`src/rtl/ram_pkg.sv`:
```
// ram_pkg
// Shared constants and types for the unified instruction/data memory.
// Holds the geometry (ADDR_W, DATA_W, DEPTH), the word and address types,
// the boot/run state encoding and the boot program image that is loaded
// into the array whenever reset is asserted.
package ram_pkg;

  localparam int ADDR_W = 5;
  localparam int DATA_W = 32;
  localparam int DEPTH  = 32;

  typedef logic [DATA_W-1:0] word_t;
  typedef logic [ADDR_W-1:0] addr_t;

  typedef enum logic {
    BOOT = 1'b0,
    RUN  = 1'b1
  } state_e;

  // Boot program: addi x1,x0,5 / addi x2,x0,3 / add x3,x1,x2 / sw x3,0(x0)
  localparam word_t INIT_IMAGE [DEPTH] = '{
    0:       32'h00500093,
    1:       32'h00300113,
    2:       32'h002081B3,
    3:       32'h00302023,
    default: 32'h00000000
  };

endpackage

```
`src/rtl/ram_fetch_ctrl.sv`:
```
// ram_fetch_ctrl
// Boot/run sequencer that produces the PC advance permission for the core.
// Ports:
//   clk            rising-edge clock
//   nRst           asynchronous reset, active low
//   write_enable_i DM write strobe; a write cycle stalls the PC one cycle
//   pc_enable_o    registered PC advance permission / instruction valid
module ram_fetch_ctrl
  import ram_pkg::*;
(
  input  logic clk,
  input  logic nRst,
  input  logic write_enable_i,
  output logic pc_enable_o
);

  state_e state_q, state_d;
  logic   pcEnable_q, pcEnable_d;
  logic   runOrLeaving;

  // State and permission registers; reset parks the sequencer in BOOT
  // with the PC held.
  always_ff @(posedge clk or negedge nRst) begin
    if (!nRst) begin
      state_q    <= BOOT;
      pcEnable_q <= 1'b0;
    end else begin
      state_q    <= state_d;
      pcEnable_q <= pcEnable_d;
    end
  end

  // BOOT is a single cycle so the first fetch after reset can settle
  // before the PC is allowed to move. Any DM write blocks the following
  // cycle's advance, so back-to-back writes give back-to-back stalls.
  always_comb begin
    state_d      = state_q;
    runOrLeaving = 1'b0;
    case (state_q)
      BOOT: begin
        state_d      = RUN;
        runOrLeaving = 1'b1;
      end
      RUN: begin
        state_d      = RUN;
        runOrLeaving = 1'b1;
      end
      default: begin
        state_d      = BOOT;
        runOrLeaving = 1'b0;
      end
    endcase
    pcEnable_d = runOrLeaving && (write_enable_i == 1'b1) == 1'b0;
  end

  assign pc_enable_o = pcEnable_q;

endmodule

```
`src/rtl/ram_unit.sv`:
```
// ram_unit
// Unified 32x32 memory for the single-cycle core: a registered instruction
// fetch port, a registered data read port and a synchronous data write
// port, preloaded with a boot image on reset.
// Ports:
//   clk          rising-edge clock
//   nRst         asynchronous reset, active low (reloads the boot image)
//   write_enable DM write strobe
//   read_enable  DM read strobe
//   address_DM   DM word address
//   address_IM   IM word address from the PC
//   data_in      DM write data
//   data_out     registered DM read data
//   instr_out    registered fetched instruction
//   pc_enable    PC advance permission / instruction valid
module ram_unit
  import ram_pkg::*;
(
  input  logic              clk,
  input  logic              nRst,
  input  logic              write_enable,
  input  logic              read_enable,
  input  logic [ADDR_W-1:0] address_DM,
  input  logic [ADDR_W-1:0] address_IM,
  input  logic [DATA_W-1:0] data_in,
  output logic [DATA_W-1:0] data_out,
  output logic [DATA_W-1:0] instr_out,
  output logic              pc_enable
);

  word_t mem_q [DEPTH];
  word_t dataOut_q;
  word_t instrOut_q;

  // Array and both read registers. Reads sample mem_q before this edge's
  // write lands, which gives read-before-write on both ports for free.
  // The write is gated on a definite 1 so an unknown strobe never
  // touches the array.
  always_ff @(posedge clk or negedge nRst) begin
    if (!nRst) begin
      for (int i = 0; i < DEPTH; i++) begin
        mem_q[i] <= INIT_IMAGE[i];
      end
      dataOut_q  <= '0;
      instrOut_q <= '0;
    end else begin
      instrOut_q <= mem_q[address_IM];
      if (read_enable == 1'b1) begin
        dataOut_q <= mem_q[address_DM];
      end
      if (write_enable == 1'b1) begin
        mem_q[address_DM] <= data_in;
      end
    end
  end

  ram_fetch_ctrl u_fetch_ctrl (
    .clk            (clk),
    .nRst           (nRst),
    .write_enable_i (write_enable),
    .pc_enable_o    (pc_enable)
  );

  assign data_out  = dataOut_q;
  assign instr_out = instrOut_q;

endmodule

```
`config.mk`:
```
export PLATFORM = sky130hd
export DESIGN_NAME = ram_unit
export DESIGN_NICKNAME = d
export VERILOG_FILES = /design/src/rtl/ram_pkg.sv /design/src/rtl/ram_fetch_ctrl.sv /design/src/rtl/ram_unit.sv
export SDC_FILE = /design/constraint.sdc
export NUM_CORES = 2
export LEC_CHECK = 0
export ABC_AREA = 0
export BUFFER_PORTS_ARGS = -buffer_cell sky130_fd_sc_hd__buf_4
export CAP_MARGIN = 20
export CORE_MARGIN = 4
export CORE_UTILIZATION = 55
export DETAILED_ROUTE_END_ITERATION = 8
export GPL_ROUTABILITY_DRIVEN = 1
export PLACE_DENSITY = 0.78
export RECOVER_POWER = 50
export SLEW_MARGIN = 10
export SYNTH_ARGS = -nofsm -noshare
export SYNTH_HDL_FRONTEND = slang
export SYNTH_SLANG_ARGS = --single-unit
export TNS_END_PERCENT = 100
```
`constraint.sdc`:
```
create_clock -name clk -period 2.5 [get_ports clk]
set_input_delay 0.375 -clock clk [delete_from_list [all_inputs] [get_ports clk]]
set_output_delay 0.375 -clock clk [all_outputs]
set_load 0.02 [all_outputs]
```
# Word-level counts from Yosys, hierarchy flattened
# Index checks and enable logic that the tools add are counted.
dict set report word_totals {
  ff_bits 1089
  latchBits 0
  mem_bits_rw 0
  romBits 0
  inputBits 46
  out_inout_bits 65
  word_cells 51
  mem_count 0
}
dict set report op_classes {
  n_addsub 0
  mul 0
  div 0
  order_cmp 3
  n_eq_ne 0
  n_shift 0
  mux 9
  bitwise 3
  reduce_logical 1
}
# op n
set ops {}
lappend ops {{bitwise mux 1024 bit} 1}
lappend ops {{binary-select mux 32 bit (select 5 bit)} 2}
lappend ops {{demux 32 bit (select 5 bit)} 1}
lappend ops {{2-to-1 mux 32 bit} 5}
lappend ops {{greater-or-equal comparator 6 bit (second input constant)} 2}
lappend ops {{inverter 5 -> 6 bit} 2}
lappend ops {{less-than comparator 6 x 1 -> 1 bit (second input constant)} 1}
lappend ops {{logical AND 1 bit} 1}
lappend ops {{inverter 1 bit} 1}

# Depth between registers and ports, before layout
dict set report logic_depth {
  word_depth 6
  mapped_depth 8
  ltp_nobuf 4
}

# Modules after synthesis
# Synthesis repeated with hierarchy kept, for this count alone.
dict set report hier_totals {
  cells_unflattened 3557
  area_unflattened_um2 56067.5
}
# module n_inst cells_per_inst area_per_inst_um2
set modules_own_cells {}
lappend modules_own_cells {ram_unit 1 3555 56038.7}
lappend modules_own_cells {ram_fetch_ctrl 1 2 28.8}

# Worst setup path before layout
# OpenSTA, ideal clock, no wires.
dict set report synth_path {
  path_type {input port to flip-flop}
  from {in address_IM[0]}
  to {reg instrOut_q[11], in the netlist instr_out[11]}
  setup_ns 0.125
  arrival_ns 2.298
  required_ns 2.375
  slack_ns 0.077
  stages 5
  cell_sequence {buf_2 -> clkbuf_1 -> mux4_2 -> mux4_2 -> mux2_2}
}
dict set report synth_via {
  elab_chain_cells 4
}
# item line_no
set synth_lines {}
lappend synth_lines {{start: declaration} ram_unit.sv:24} ;# input logic [ADDR_W-1:0] address_IM,
lappend synth_lines {{inverter 5 -> 6 bit (not written as such)} ram_unit.sv:47} ;# instrOut_q <= mem_q[address_IM];
lappend synth_lines {{binary-select mux 32 bit (select 5 bit)} ram_unit.sv:47}
lappend synth_lines {{2-to-1 mux 32 bit (not written as such) (2 in a row)} ram_unit.sv:47}
lappend synth_lines {{end signal: assignment} ram_unit.sv:47}
lappend synth_lines {{end: declaration} ram_unit.sv:33} ;# word_t instrOut_q;
# Every way passes these cells. The select of a mux whose other input is x is not followed.
# A chain may end at the register's enable or synchronous reset.

==> flow_results.org <==
** Layout
- Of the cells placed in the final design, the portion with a size suffix greater than 1 is 58.42%.
- Synthesis-to-finish area growth :: 15.16%
- The finished cells cover 0.06423 mm².
- Final layout net count :: 3685

** Detailed routing
- After detailed routing, the average wire length per cell comes to 33.53 µm.
- Using the TritonRoute via totals, the vias-per-cell ratio works out to 7.017.
- The detailed router placed roughly 36000 vias in this run.
- Before antenna repair, the detailed router went through 5 iterations.
- Initial detailed-routing violation count :: 3827
- The count of nets left with antenna violations once routing finished came out at 0.
- Residual DRC count :: 0
- Aggregate routed wire length :: roughly 170 mm

** Run status
- Violations in the final reports :: capacitance limit, slew limit
- The flow ran to the end, but the final reports show violations.

** Timing
- Max Fclk :: 468.0 MHz
- The final hold violation count was 0.
- For the pin with the worst max-slew slack, the measured transition is 1.536 ns.
- Setup violations, final :: 0
- Share of the clock period used by the worst path after layout :: 85.47%
- Measured against its own limit, the worst slew margin works out to -2.431%.
- Final Max Slew Viols :: 38
- Setup repair after global routing left no endpoint under its margin.
- For the final routed database, the setup TNS stands at 0 ns.
- Final clock skew :: 0.02499 ns
- Time the worst path needs with I/O delays and setup :: 2.137 ns

** GRT
- Entering global routing, the biggest net connects 103 pins.
- GRT Max-Usage Layer :: met2
- Met3 track demand over resource :: 7.798%
- Global-route met1 utilization :: a little over two fifths
- The number of antenna violations at the first check in global routing came to 7.
- The number of global-route vias before repair came to 37170.
- Wire length of the first global-routing pass :: 254.4 mm
- Global routing used ~32% of the available tracks.
- Global routing consumed, on the met2 layer, 49.78% of the routing resources.
- The total overflow left after global routing is 0.

** Floorplanning
- Effective utilization at floorplan :: 55.61%
- In this run the core area contains 116 standard-cell rows.
- In this run the horizontal extent of the chip is between 300 and 400 µm.
- The die is 326.5 µm tall.
- Core Area :: ~0.1 mm²
- 111 I/O pins were placed.
- The die covers 0.1066 mm².

** Clocking
- Clock network latency to the later pin of the worst-skew pair :: roughly 0.70 ns
- TritonCTS Sinks :: 1089
- The H-tree was split into 3 levels.
- TritonCTS created 113 clock buffers.
- TritonCTS built the clock tree.
- Clock slew at the register clock pins of the worst setup and hold paths :: 0.06 ns
- Max clock buf depth :: 3
- In this run the clock root is driven by a clkbuf_16.

** Pwr
- For this design the static power due to leakage is 27.46 nW.
- Power density over cell area :: 808.6 mW/mm²
- VDD sags by at most approximately 620 µV.

** Placed design
- The congestion estimate from routability-driven global placement came to 0.8640.
- Detailed placement HPWL :: between 100 and 150 mm
- Post-DP Area :: 0.06041 mm²
- Port Buffers :: 110

** Setup path
- Data arrives at the worst endpoint at 2.72 ns.
- Worst reg2reg path depth :: 3
- Critical path start-end classification :: in -> reg
- The startpoint identified for the worst register-to-register timing path is mem_q[135].
- In this run the worst setup path begins at write_enable.
- Termination of the worst setup path :: mem_q[175]
- STA classifies the critical path startpoint as an input pin.
- The endpoint identified for the worst register-to-register timing path is instr_out[7].
- The worst setup path is captured at a flip-flop.
- Critical Path RT :: 3.08 ns
- Worst-path maximum fanout :: 12
- The setup check on the worst reg-to-reg path leaves a slack of roughly 0.69 ns.

** Logic synthesis
- Synthesis warning total :: 0
- For this run, the leading register cell type out of synthesis is dfrtp_1.
- Dividing the synthesized area by the synthesized cell count gives 15.84 µm².
- Yosys reg bits :: 1089
- Counting flops with a built-in enable in the synthesized netlist gives 0.
- Synthesis handed over a netlist of 3522 instances.
- Cell area after technology mapping :: 0.05578 mm²
- Sequential fraction of the synthesis area :: around 49%
- Distinct cell type count after synthesis :: 39
- Share of flip-flops with an asynchronous set or reset :: 100.0%
- Post-synth net total :: about 3600

** Run
- The tool flagged a number of max-cap violations equal to 1.

** Worst hold path
- In this run the worst hold path is classified as in -> reg.
-- cells by family (layout without fill, tap and decap cells) --
| group | count (synthesis) | in the layout | synth area share, % |
|---|---|---|---|
| multiplexers | 1698 | 1698 | 44.31 |
| flip-flops | 1089 | 1089 | 48.92 |
| buffers and inverters | 373 | 584 | 2.867 |
| AO/OA/AOI/OAI | 191 | 191 | 2.432 |
| AND/OR/NAND/NOR | 171 | 171 | 1.474 |
| other | 0 | 7 | 0 |
-- registers in the layout, summed over array words and instances, names as in the netlist --
| register | cells |
|---|---|
| mem_q | 1024 |
| data_out | 32 |
| instr_out | 32 |
| u_fetch_ctrl.pc_enable_o | 1 |
-- cells in the final DEF, fill, tap and decap left out, drive strengths merged, types with 11 or more instances in the layout --
cell type / count
o22ai: 30
nor3: 35
mux2i: 128
dfstp: 26
bufinv: 11
clkbuf: 187
buf: 352
o21ai: 32
dfrtp: 1063
mux2: 1059
a41oi: 30
mux4: 511
nand2: 14
nor2: 88
clkinv: 24
a22oi: 94
-- metal layers --
metal	vias up	part of all wire (%)
met5	-	0.018
met2	2036	47
met3	563	9.9
met1	19210	37
met4	4	6.0
li1	13950	-
-- power breakdown --
part	switching, mW	leakage [nW]	internal [mW]	total [mW]
logic	3.88	11.7	6.43	10.3
registers	2.81	13.8	21.2	24.0
clock network	7.26	1.93	10.4	17.7
total	13.9	27.5	38.0	51.9
-- cell usage after synthesis, types with 2 or more instances --
library cell  instances  area share (%)
nand3b_1              4           0.054
nand4bb_1             2           0.040
a31oi_1               2           0.022
clkbuf_1            184             1.2
dfrtp_1            1063              48
o22ai_1              30            0.34
o21ai_0              32            0.29
a41oi_1              30            0.47
mux2i_1             128             2.3
mux2_2             1059              21
mux4_2              511              21
and3b_1               5           0.079
nand4b_1              2           0.031
nor3b_1               3           0.040
nor3_1               35            0.31
nand2b_1              2           0.022
nor4_1                3           0.034
buf_1                52            0.35
buf_2               129             1.2
a22oi_1              94             1.3
nor2_1               88            0.59
buf_6                 3           0.061
dfstp_2              26             1.2
buf_4                 4           0.054
nor2b_1               3           0.034
nand2_1              14           0.094
nand3_1               2           0.018
-- timing repair --
| action | in CTS | in global routing |
|---|---|---|
| endpoints found under the hold margin | 78 | 0 |
| endpoints found under the setup margin | 0 | 0 |
| buffers inserted | 0 | 0 |
| gates resized for setup | 0 | 0 |
| hold buffers | 2 | 0 |
-- final cells by class --
class	instances	area, µm²
multi-input combinational	2060	27110
tap	1357	1698
fill	6941	36060
clock buffer	167	3351
clock inverter	42	549.3
antenna	7	17.52
sequential	1089	27280
timing repair buffer	374	4220
inverter	1	3.754
-- worst max-delay path: stages --
cell and delay, ns:
dlygate4sd3_1 0.52, clkbuf_1 0.27, nand3b_1 0.14, buf_4 0.19
nor2_1 0.23, clkbuf_2 0.57, mux2_2 0.40
-- stage by stage --
stage / power [mW] / hold WS [ns] / setup slack (ns) / utilization [%] / std cells
2_1_floorplan: 30.73 / 0.07941 / 0.07746 / - / 3522
3_3_place_gp: 33.90 / 0.3345 / 0.1165 / 60.24 / 4879
3_5_place_dp: 34.41 / 0.3360 / 0.09877 / 60.24 / 4879
4_1_cts: 52.05 / 0.06219 / 0.6777 / 64.15 / 5090
5_1_grt: 53.89 / 0.1145 / 0.3102 / 64.04 / 5093
6_report: 51.94 / 0.1062 / 0.3633 / 64.05 / 5097
-- worst min path at each step --
stage	depth (start not counted)	to	start
floorplan	0	data_out[0]	nRst
global placement	1	mem_q[610]	nRst
detailed placement	1	mem_q[610]	nRst
CTS	3	data_out[12]	read_enable
global route	3	data_out[12]	read_enable
finish	3	data_out[12]	read_enable
(Power assumes the default switching activity.)
